--- src/rtl/adc_serial_responder_if.sv ---
// Serial slave link between the ADC responder and its readout master.
// The master drives CNVST/CS/SCLK/DIN; the responder returns the data and status lines.
interface adc_serial_responder_if #(
  parameter int DW = 18
);
  logic          CNVST;
  logic          CS;
  logic          SCLK;
  logic [DW-1:0] DIN;
  logic          BUSY;
  logic          SDOUT;
  logic          OVERRUN;
  logic [15:0]   CONV_COUNT;

  modport slave (
    input  CNVST, CS, SCLK, DIN,
    output BUSY, SDOUT, OVERRUN, CONV_COUNT
  );

  modport master (
    output CNVST, CS, SCLK, DIN,
    input  BUSY, SDOUT, OVERRUN, CONV_COUNT
  );
endinterface

--- src/rtl/adc_serial_responder.sv ---
// AD7643-style serial slave ADC model: converts on a CNVST fall, holds BUSY,
// then shifts the sample out MSB-first on SDOUT under the master's SCLK.
module adc_serial_responder #(
  parameter int DW          = 18,
  parameter int CONV_CYCLES = 24,
  parameter bit RAMP_MODE   = 1'b0
) (
  input logic CLK,
  input logic RESET,
  adc_serial_responder_if.slave bus
);
  localparam int CW = $clog2(CONV_CYCLES + 1);
  localparam int BW = $clog2(DW + 1);

  typedef enum logic [1:0] {
    IDLE,
    CONV,
    DATA
  } state_t;

  state_t        state_q, state_d;
  logic          cnvst_q, cnvst_prev_q;
  logic          sclk_q, sclk_prev_q;
  logic [CW-1:0] cnt_q, cnt_d;
  logic [BW-1:0] bitcnt_q, bitcnt_d;
  logic [DW-1:0] shreg_q, shreg_d;
  logic [DW-1:0] ramp_q, ramp_d;
  logic          busy_q, busy_d;
  logic          ovr_q, ovr_d;
  logic [15:0]   count_q, count_d;
  logic          cnvst_fall;
  logic          sclk_fall;

  assign cnvst_fall = cnvst_prev_q & ~cnvst_q;
  assign sclk_fall  = sclk_prev_q & ~sclk_q;

  always_comb begin
    state_d  = state_q;
    cnt_d    = cnt_q;
    bitcnt_d = bitcnt_q;
    shreg_d  = shreg_q;
    ramp_d   = ramp_q;
    busy_d   = busy_q;
    ovr_d    = ovr_q;
    count_d  = count_q;
    unique case (state_q)
      IDLE: begin
        if (cnvst_fall) begin
          state_d = CONV;
          cnt_d   = CW'(CONV_CYCLES - 1);
          busy_d  = 1'b1;
        end
      end
      CONV: begin
        // A second start while converting is flagged, never restarts.
        if (cnvst_fall) ovr_d = 1'b1;
        if (cnt_q == '0) begin
          busy_d   = 1'b0;
          shreg_d  = RAMP_MODE ? ramp_q : bus.DIN;
          bitcnt_d = '0;
          count_d  = count_q + 16'd1;
          ramp_d   = ramp_q + DW'(1);
          state_d  = DATA;
        end else begin
          cnt_d = cnt_q - CW'(1);
        end
      end
      DATA: begin
        if (cnvst_fall) begin
          state_d = CONV;
          cnt_d   = CW'(CONV_CYCLES - 1);
          busy_d  = 1'b1;
        end else if (sclk_fall && !bus.CS) begin
          shreg_d  = {shreg_q[DW-2:0], 1'b0};
          bitcnt_d = bitcnt_q + BW'(1);
          if (bitcnt_q == BW'(DW - 1)) state_d = IDLE;
        end
      end
      default: state_d = IDLE;
    endcase
  end

  always_ff @(posedge CLK or posedge RESET) begin
    if (RESET) begin
      state_q      <= IDLE;
      cnvst_q      <= 1'b1;
      cnvst_prev_q <= 1'b1;
      sclk_q       <= 1'b0;
      sclk_prev_q  <= 1'b0;
      cnt_q        <= '0;
      bitcnt_q     <= '0;
      shreg_q      <= '0;
      ramp_q       <= '0;
      busy_q       <= 1'b0;
      ovr_q        <= 1'b0;
      count_q      <= '0;
    end else begin
      state_q      <= state_d;
      cnvst_q      <= bus.CNVST;
      cnvst_prev_q <= cnvst_q;
      sclk_q       <= bus.SCLK;
      sclk_prev_q  <= sclk_q;
      cnt_q        <= cnt_d;
      bitcnt_q     <= bitcnt_d;
      shreg_q      <= shreg_d;
      ramp_q       <= ramp_d;
      busy_q       <= busy_d;
      ovr_q        <= ovr_d;
      count_q      <= count_d;
    end
  end

  assign bus.BUSY       = busy_q;
  assign bus.SDOUT      = (state_q == DATA) & shreg_q[DW-1] & ~bus.CS;
  assign bus.OVERRUN    = ovr_q;
  assign bus.CONV_COUNT = count_q;
endmodule

--- src/flat_wrapper.sv ---
// flat-port wrapper written by rule: the top's interface ports become plain ports
module adc_serial_responder_flat 
#(
  parameter int DW          = 18,
  parameter int CONV_CYCLES = 24,
  parameter bit RAMP_MODE   = 1'b0
)
  (CLK, RESET, bus_CNVST, bus_CS, bus_SCLK, bus_DIN, bus_BUSY, bus_SDOUT, bus_OVERRUN, bus_CONV_COUNT);
  adc_serial_responder_if #(.DW(DW)) bus_i ();
  input logic CLK;
  input logic RESET;
  input wire logic [$bits(bus_i.CNVST)-1:0] bus_CNVST;
  input wire logic [$bits(bus_i.CS)-1:0] bus_CS;
  input wire logic [$bits(bus_i.SCLK)-1:0] bus_SCLK;
  input wire logic [$bits(bus_i.DIN)-1:0] bus_DIN;
  output wire logic [$bits(bus_i.BUSY)-1:0] bus_BUSY;
  output wire logic [$bits(bus_i.SDOUT)-1:0] bus_SDOUT;
  output wire logic [$bits(bus_i.OVERRUN)-1:0] bus_OVERRUN;
  output wire logic [$bits(bus_i.CONV_COUNT)-1:0] bus_CONV_COUNT;
  assign bus_i.CNVST = bus_CNVST;
  assign bus_i.CS = bus_CS;
  assign bus_i.SCLK = bus_SCLK;
  assign bus_i.DIN = bus_DIN;
  assign bus_BUSY = bus_i.BUSY;
  assign bus_SDOUT = bus_i.SDOUT;
  assign bus_OVERRUN = bus_i.OVERRUN;
  assign bus_CONV_COUNT = bus_i.CONV_COUNT;
  adc_serial_responder #(.DW(DW), .CONV_CYCLES(CONV_CYCLES), .RAMP_MODE(RAMP_MODE)) u_core (.CLK(CLK), .RESET(RESET), .bus(bus_i));
endmodule
--- config.mk ---
export PLATFORM = sky130hd
export DESIGN_NAME = adc_serial_responder_flat
export DESIGN_NICKNAME = d
export VERILOG_FILES = /design/src/rtl/adc_serial_responder_if.sv /design/src/rtl/adc_serial_responder.sv /design/src/flat_wrapper.sv
export SDC_FILE = /design/constraint.sdc
export NUM_CORES = 1
export LEC_CHECK = 0
export CORE_UTILIZATION = 35
export DETAILED_ROUTE_END_ITERATION = 10
export PLACE_DENSITY = 0.58
export RECOVER_POWER = 50
export SYNTH_ARGS = -nofsm -noshare
export SYNTH_HDL_FRONTEND = slang
export SYNTH_SLANG_ARGS = --single-unit
--- constraint.sdc ---
create_clock -name CLK -period 5.3 [get_ports CLK]
set_clock_uncertainty 0.2 [all_clocks]
set_input_delay 1.06 -clock CLK [delete_from_list [all_inputs] [get_ports CLK]]
set_output_delay 1.06 -clock CLK [all_outputs]
set_load 0.03 [all_outputs]
==> results, run 1 <==
- The run finished, with violations left.
- The checks that failed: capacitance limit, slew limit.
- The via density per instance is 5.14.
- Per report_power, the clock group accounts for 21.2% of the total.
- The internal power component is 741 uW.
- The antenna violation net count after detailed routing is 0.
- The type of the most critical hold path is flip-flop to flip-flop.
- The startpoint kind of the worst setup timing path is an input port.
- In this run switching power makes up 32.0% of total power.
- The kind of cell adding the most delay to the critical path is buffers and inverters.
- The number of standard-cell rows in the floorplan is 29.
- The share of total power in combinational logic is 25.8%.
- Setup violations remaining at the end of the flow were counted as 0.
- The count of endpoints failing hold in the final timing report is 0.
- After synthesis, the mean cell area works out to 11.2 sq um.
- In this run, synthesis inferred 0 flip-flops with an integrated enable.
- The core region is 6530 sq um.
- The root buffer cell is sky130_fd_sc_hd__clkbuf_8.
- In the synthesized netlist the async set-or-reset flop fraction comes to 100%.
- TritonCTS built the clock tree.
- The number of buffer cells added on primary ports is 41.
- The final sum of negative setup slack is 0 ns.
- The number of DRC markers in iteration 0 is 71.
- The number of levels in the clock H-tree is 2.
- The number of pins with negative max-slew slack in the final report is 39.
- The total routing resource utilization after global routing is 13.7%.
- Counting flops and latches in the post-synthesis netlist gives 52.
- For this design the top-level I/O count stands at 42.
- The starting density of the core is 37.1%.
- The final non-filler cell area is 2960 sq um.
- The period utilization is 70.0%.
- STA puts the critical path data required time at 5.12 ns.
- The sequential cell area fraction in the yosys report is 53.8%.
- For this design the static power due to leakage is 0.00135 uW.
- The total DRC errors in the routed layout is 0.
- The net switching power is 349 uW.
- The share of post-route cells with drive strength above 1 is 8.98%.
- The initial antenna violation count is 0.
- The final net count is 282.
- The number of maximum-capacitance constraint violations is 1.
- Setup repair after global routing left no endpoint under its margin.
- The signed area change from the synthesized netlist to the final layout is 22.0%.
- Synthesis produced a netlist with a net count of 244.
- After synthesis, the most frequently instantiated cells are sky130_fd_sc_hd__dfrtp_1 (50), sky130_fd_sc_hd__nand3_1 (28), sky130_fd_sc_hd__mux2i_1 (17), sky130_fd_sc_hd__nand2_1 (15), sky130_fd_sc_hd__xnor2_1 (14).
- The number of antenna cells inserted is 0.
- At the later pin of the worst-skew pair, clock insertion delay measures 0.30 ns.
- The slew at the pin closest to its max-slew limit is 2.02 ns.
- In this run the cell area measured after placement is 2870 sq um.
- Counting both buffers and inverters, the worst setup path holds a total of 3.
- The floorplan step defined a die boundary enclosing 7260 sq um.
- Total power for the finished layout comes to 1090 uW.
- The via count of the first global-routing pass is 1650.
- The final layout contains routed wiring with a total length of 4.61 mm.
- STA puts the critical path data arrival time at 3.53 ns.
- The share of total power dissipated in sequential elements is 53.1%.
- The number of distinct standard cells referenced by the synthesized netlist is 36.
- After synthesis, the largest area contributor takes up 51.6% of total cell area.
- The area of the mapped netlist is 2420 sq um.
- The congestion estimate from routability-driven global placement came to 0.799.
- After clock tree synthesis, the clock-pin slew on the worst setup and hold paths is 0.09 ns.
- The number of buffers inserted to repair setup after CTS is 0.
- Measured along the y axis, the die boundary spans 85.2 microns.
- The CTS buffer count is 5.
- The most common cell in the synthesized netlist is sky130_fd_sc_hd__dfrtp_1.
- The cell type of the slowest stage on the worst timing path is sky130_fd_sc_hd__clkbuf_1.
- The chip width is 85.2 microns.
- The maximum fanout along the worst path is 38.
- The tightest hold path in the finished design has a slack of 0.172 ns.
- For this run, the top clock speed supported by timing is 270 MHz.
- The gate count of the mapped netlist is 217.
- The clock drives 52 sinks.
- During synthesis, Yosys emitted a total of 0 warnings.
- For this run, the leading register cell type out of synthesis is sky130_fd_sc_hd__dfrtp_1.
- Measured against its own limit, the worst slew margin works out to -34.5%.
- The setup path with the least slack is of type input port to asynchronous set/reset pin.
- Once the clock tree was built, the resizer swapped 0 gates to a different size.
- The maximum number of pins on one net before global-route repair is 39.
- The post-detailed-route wirelength per cell is 13.8 microns.
- The highest cell delay on the worst timing path is 1.50 ns.
- VDD sags by at most 162 uV.
- The count of hold buffers inserted by post-cts repair is 0.
- The iteration count of the initial detailed-routing pass is 4.
- The longest clock path from root to sink contains 2 buffers.
- Power spread over the standard cell area amounts to 368 nW/um^2.
- The worst setup path is captured at an asynchronous set/reset pin.
- By area the synthesized netlist is led by sky130_fd_sc_hd__dfrtp_1 (52%), sky130_fd_sc_hd__mux2i_1 (7.0%), sky130_fd_sc_hd__nand3_1 (5.8%).
- The total half-perimeter wirelength after legalization and detailed placement is 3.18 mm.
- The worst path needs 3.71 ns of the cycle, external delays included.
- The total vias in the final route is 1712.
- The total grt overflow is 0.
- The first global-routing pass estimated 7.80 mm of wire.
- The critical path goes through dlygate4sd3_1 > inv_1 > clkbuf_1.
- sky130_fd_sc_hd__dfrtp_1 takes more of the synthesized area than any other cell.
cells by family after synthesis:
kind of cell / count (synthesis) / synth area share, %
fa+ha+maj: 4 / 2.07
compound gates: 33 / 9.76
xor+xnor: 16 / 5.78
flops: 52 / 53.8
simple gates: 78 / 17.3
buf+inv: 16 / 3.77
mux: 18 / 7.49
layout make-up:
class / instances / area [sq um]
clock inverters: 2 / 10.0
inverters: 4 / 15.0
clock buffers: 6 / 82.6
well taps: 77 / 96.3
repair buffers: 43 / 422
flip-flops and latches: 52 / 1300
fillers: 648 / 3570
multi-input cells: 149 / 1030
worst register-to-register path, cell delays in order, from the launching register on:
cell and delay, ns:
sky130_fd_sc_hd__dfrtp_1 0.44, sky130_fd_sc_hd__nand2b_1 0.65, sky130_fd_sc_hd__or3_1 0.78, sky130_fd_sc_hd__and2_4 0.45
sky130_fd_sc_hd__o21ai_0 0.14
power groups by stage:
stage | Clock [uW] | Combinational [uW] | Sequential (uW)
2_1_floorplan | 0 | 193 | 586
3_3_place_gp | 0 | 282 | 585
3_5_place_dp | 0 | 287 | 584
4_1_cts | 239 | 287 | 578
5_1_grt | 254 | 321 | 593
6_report | 231 | 281 | 578
metal layers:
layer,vias to the layer above,GRT usage [%],wire length (microns),part of all wire (%)
li1,843,-,-,-
met1,832,18.4,2220,48
met2,33,22.3,2200,48
met3,4,2.72,146,3.2
met4,0,4.62,44,0.95
met5,-,0,0,0
layout by cell type, fill, tap and decap left out, drive strengths merged, types with 5 or more instances in the layout:
master,n
dfrtp,50
clkdlybuf4s50,38
nand3,28
o21ai,22
mux2i,17
nand2,15
xnor2,14
clkbuf,7
and3,6
nand4,5
through the flow:
step | std cells | setup slack [ns] | utilization, %
2_1_floorplan | 217 | 2.25 | -
4_1_cts | 333 | 1.67 | 45.3
3_3_place_gp | 325 | 1.67 | 43.9
5_1_grt | 333 | 1.03 | 45.3
3_5_place_dp | 325 | 1.69 | 43.9
6_report | 333 | 1.59 | 45.3
state kept, by name, indices dropped and copies added, names as in the netlist:
signal	flops
u_core.shreg_q	18
u_core.cnt_q	5
u_core.sclk_prev_q	1
u_core.sclk_q	1
u_core.cnvst_prev_q	1
u_core.bus.CONV_COUNT	16
u_core.bus.OVERRUN	1
u_core.bitcnt_q	5
u_core.state_q	2
u_core.cnvst_q	1
u_core.bus.BUSY	1
worst paths after layout:
path / from / to / slack (ns) / depth (start not counted)
worst min register to register: u_core.cnvst_q / u_core.cnvst_prev_q / 0.17 / 0
max in group CLK: bus_CS / bus_SDOUT / 1.67 / 3
min in group asynchronous: RESET / u_core.shreg_q[14] / 1.04 / 2
worst max register to register: u_core.state_q[0] / u_core.shreg_q[6] / 2.51 / 4
worst min-delay path: u_core.cnvst_q / u_core.cnvst_prev_q / 0.17 / 0
worst max-delay path: RESET / u_core.bus.CONV_COUNT[10] / 1.59 / 3
No activity file was read; power rests on OpenSTA's default activity.
==> run 2, diff against run 1 <==
clock period = 3.7 ns   (was 5.3 ns; I/O delays follow)
==> results, run 2 (synthesis gave the netlist of run 1 again) <==
- In the detailed route, the total length drawn on met3 is 159 microns.
- At the later pin of the worst-skew pair, clock insertion delay measures 0.30 ns.
- The routability-driven placement congestion ratio is 0.755.
- The critical path is of the input port to output port type.
- The number of setup violations in the final report is 0.
- After detailed placement, the total cell area comes to 2880 sq um.
- The number of standard-cell rows in the floorplan is 29.
- Entering global routing, the biggest net connects 36 pins.
- The share of post-route cells with drive strength above 1 is 9.69%.
- The count of endpoints failing hold in the final timing report was 0.
- The chip width is 85.2 microns.
- Ranked by flip-flop count, first place goes to u_core.shreg_q.
- The worst setup path is captured at an output port.
- The number of gates given a new drive strength after cts is 0.
- The critical path data arrival time is 2.10 ns.
- The post-route met1 wirelength is 2.35 mm.
- On the worst path, the slowest cell contributes a delay of 0.71 ns.
- The number of buffers on the longest clock path is 2.
- The startpoint kind of the worst setup timing path is an input port.
- The tightest min-delay check is of the flip-flop to flip-flop type.
- For this design the static power due to leakage is 0.00137 uW.
- The via count of the first global-routing pass came to 1711.
- Counting both buffers and inverters, the worst setup path holds a total of 2.
- The maximum achievable frequency is 329 MHz.
- Traced cell by cell, the critical path runs through clkdlybuf4s50_1 > nor3b_1 > clkdlybuf4s50_1.
- The signed area change from the synthesized netlist to the final layout is 24.1%.
- The total half-perimeter wirelength after legalization and detailed placement is 3.33 mm.
- For this block, the via count after detailed routing is 1683.
- The standard cell core area is 6530 sq um.
- The minimum clock period after layout is 3.04 ns.
- The cell occurring most often along the worst timing path is sky130_fd_sc_hd__clkdlybuf4s50_1.
- For this design the top-level I/O count stands at 42.
- In this run the post-CTS setup repair buffer count came out at 0.
- The cell type of the slowest stage on the worst timing path is sky130_fd_sc_hd__clkdlybuf4s50_1.
- Using the TritonRoute via totals, the vias-per-cell ratio works out to 5.02.
- The CTS tree is yes.
- 0 antenna diodes ended up in the layout.
- In this run the remaining antenna-violating nets after routing total 0.
- The register with the most flip-flops in the layout has 18 of them.
- The tightest slew margin relative to the limit is 29.3%.
- The clock input transition at the sequential cells of the worst setup and hold paths is 0.09 ns.
- The highest routing layer actually used is met4.
- The initial antenna violation count is 0.
- The number of maximum-capacitance constraint violations is 0.
- Broken down by cell family, the worst path's largest delay share belongs to buffers and inverters.
- Setup repair after global routing left no endpoint under its margin.
- The H-tree generated during clock tree synthesis spans 2 levels.
- The power per unit of standard cell area is 549 nW/um^2.
- Data on the critical path is required at its endpoint by 2.76 ns.
- For this run, the post-layout net count is 284.
- Global routing used 14.7% of the available tracks across all layers.
- The final total power is 1650 uW.
- The die footprint is 7260 sq um.
- The maximum fanout along the worst path is 2.
- After routing the design area is 3010 sq um.
- The starting density of the core is 37.1%.
- The run finished with clean final reports.
- The root buffer cell is sky130_fd_sc_hd__clkbuf_8.
- Hold is met by 0.174 ns.
- The post-detailed-routing wire length is 4.76 mm.
- The number of pins with negative max-slew slack in the final report was 0.
- The global-route wire length before repair is 8.34 mm.
- In the final timing run, aggregate negative setup slack is 0 ns.
- In the routed design, unresolved DRC markers number 0.
- The count of hold buffers inserted by post-cts repair is 0.
- Clock tree synthesis inserted a total of 5 buffers.
- The iteration count of the initial detailed-routing pass is 4.
- The post-detailed-route wirelength per cell is 14.2 microns.
- During placement, the flow inserted port buffers numbering 41.
- Leaving out fill and tap cells, the most frequent cell in the layout is sky130_fd_sc_hd__dfrtp_1.
- IR analysis of the VDD net gives a maximum drop of 252 uV.
- In the layout the commonest cells are sky130_fd_sc_hd__dfrtp_1 (50), sky130_fd_sc_hd__clkdlybuf4s50_1 (38), sky130_fd_sc_hd__nand3_1 (28).
- The share of the core filled with cells in the final layout is 46.1%.
- The clock drives 52 sinks.
- For this run the aggregate overflow at the end of global routing stands at 0.
- Wire segments on met2 add up to 2.18 mm in the final route.
- At the pin with the least slew margin, the transition time is 1.06 ns.
- The height of the chip is 85.2 microns.
- The first routing iteration left 96 violations.
- The period utilization is 82.1%.
==> run 2: changes by cell type in the layout (fill, tap and decap cells not counted) <==
cell and change:
sky130_fd_sc_hd__clkbuf_2 +1, sky130_fd_sc_hd__buf_4 +2, sky130_fd_sc_hd__bufinv_16 +1, sky130_fd_sc_hd__clkbuf_8 +1, sky130_fd_sc_hd__clkbuf_1 -1, sky130_fd_sc_hd__dfstp_2 -1, sky130_fd_sc_hd__clkinv_2 -2, sky130_fd_sc_hd__dfstp_1 +1
==> run 2: final timing paths <==
check	start	endpoint	slack, ns	cells after the start
max	bus_CS	bus_SDOUT	0.66	3
min	u_core.cnvst_q	u_core.cnvst_prev_q	0.17	0
max reg2reg	u_core.cnt_q[0]	u_core.bus.CONV_COUNT[13]	1.22	6
min reg2reg	u_core.cnvst_q	u_core.cnvst_prev_q	0.17	0
max in group asynchronous	RESET	u_core.bus.CONV_COUNT[9]	1.25	3
min in group asynchronous	RESET	u_core.shreg_q[13]	0.77	2
==> run 2: layout make-up <==
| cell class | count | area, sq um |
|---|---|---|
| fill | 635 | 3520 |
| clock inverter | 1 | 30.0 |
| sequential | 52 | 1300 |
| inverter | 4 | 15.0 |
| clock buffer | 7 | 96.3 |
| tap | 77 | 96.3 |
| timing repair buffer | 45 | 438 |
| multi-input combinational | 149 | 1030 |
==> run 2: per-layer routing <==
metal / up-vias / GRT usage [%]
li1: 843 / -
met1: 796 / 20.2
met2: 37 / 23.3
met3: 7 / 3.11
met4: 0 / 4.62
met5: - / 0
==> run 2: power by group <==
group | switching (uW) | total, uW | internal [uW]
sequential | 111 | 828 | 716
clock | 183 | 421 | 239
combinational | 208 | 403 | 196
total | 502 | 1650 | 1150
==> run 2: through the flow <==
stage / setup WS (ns) / std cells
6_report: 0.661 / 335
5_1_grt: 0.603 / 335
4_1_cts: 0.654 / 335
3_5_place_dp: 0.590 / 327
3_3_place_gp: 0.641 / 327
2_1_floorplan: 1.00 / 217
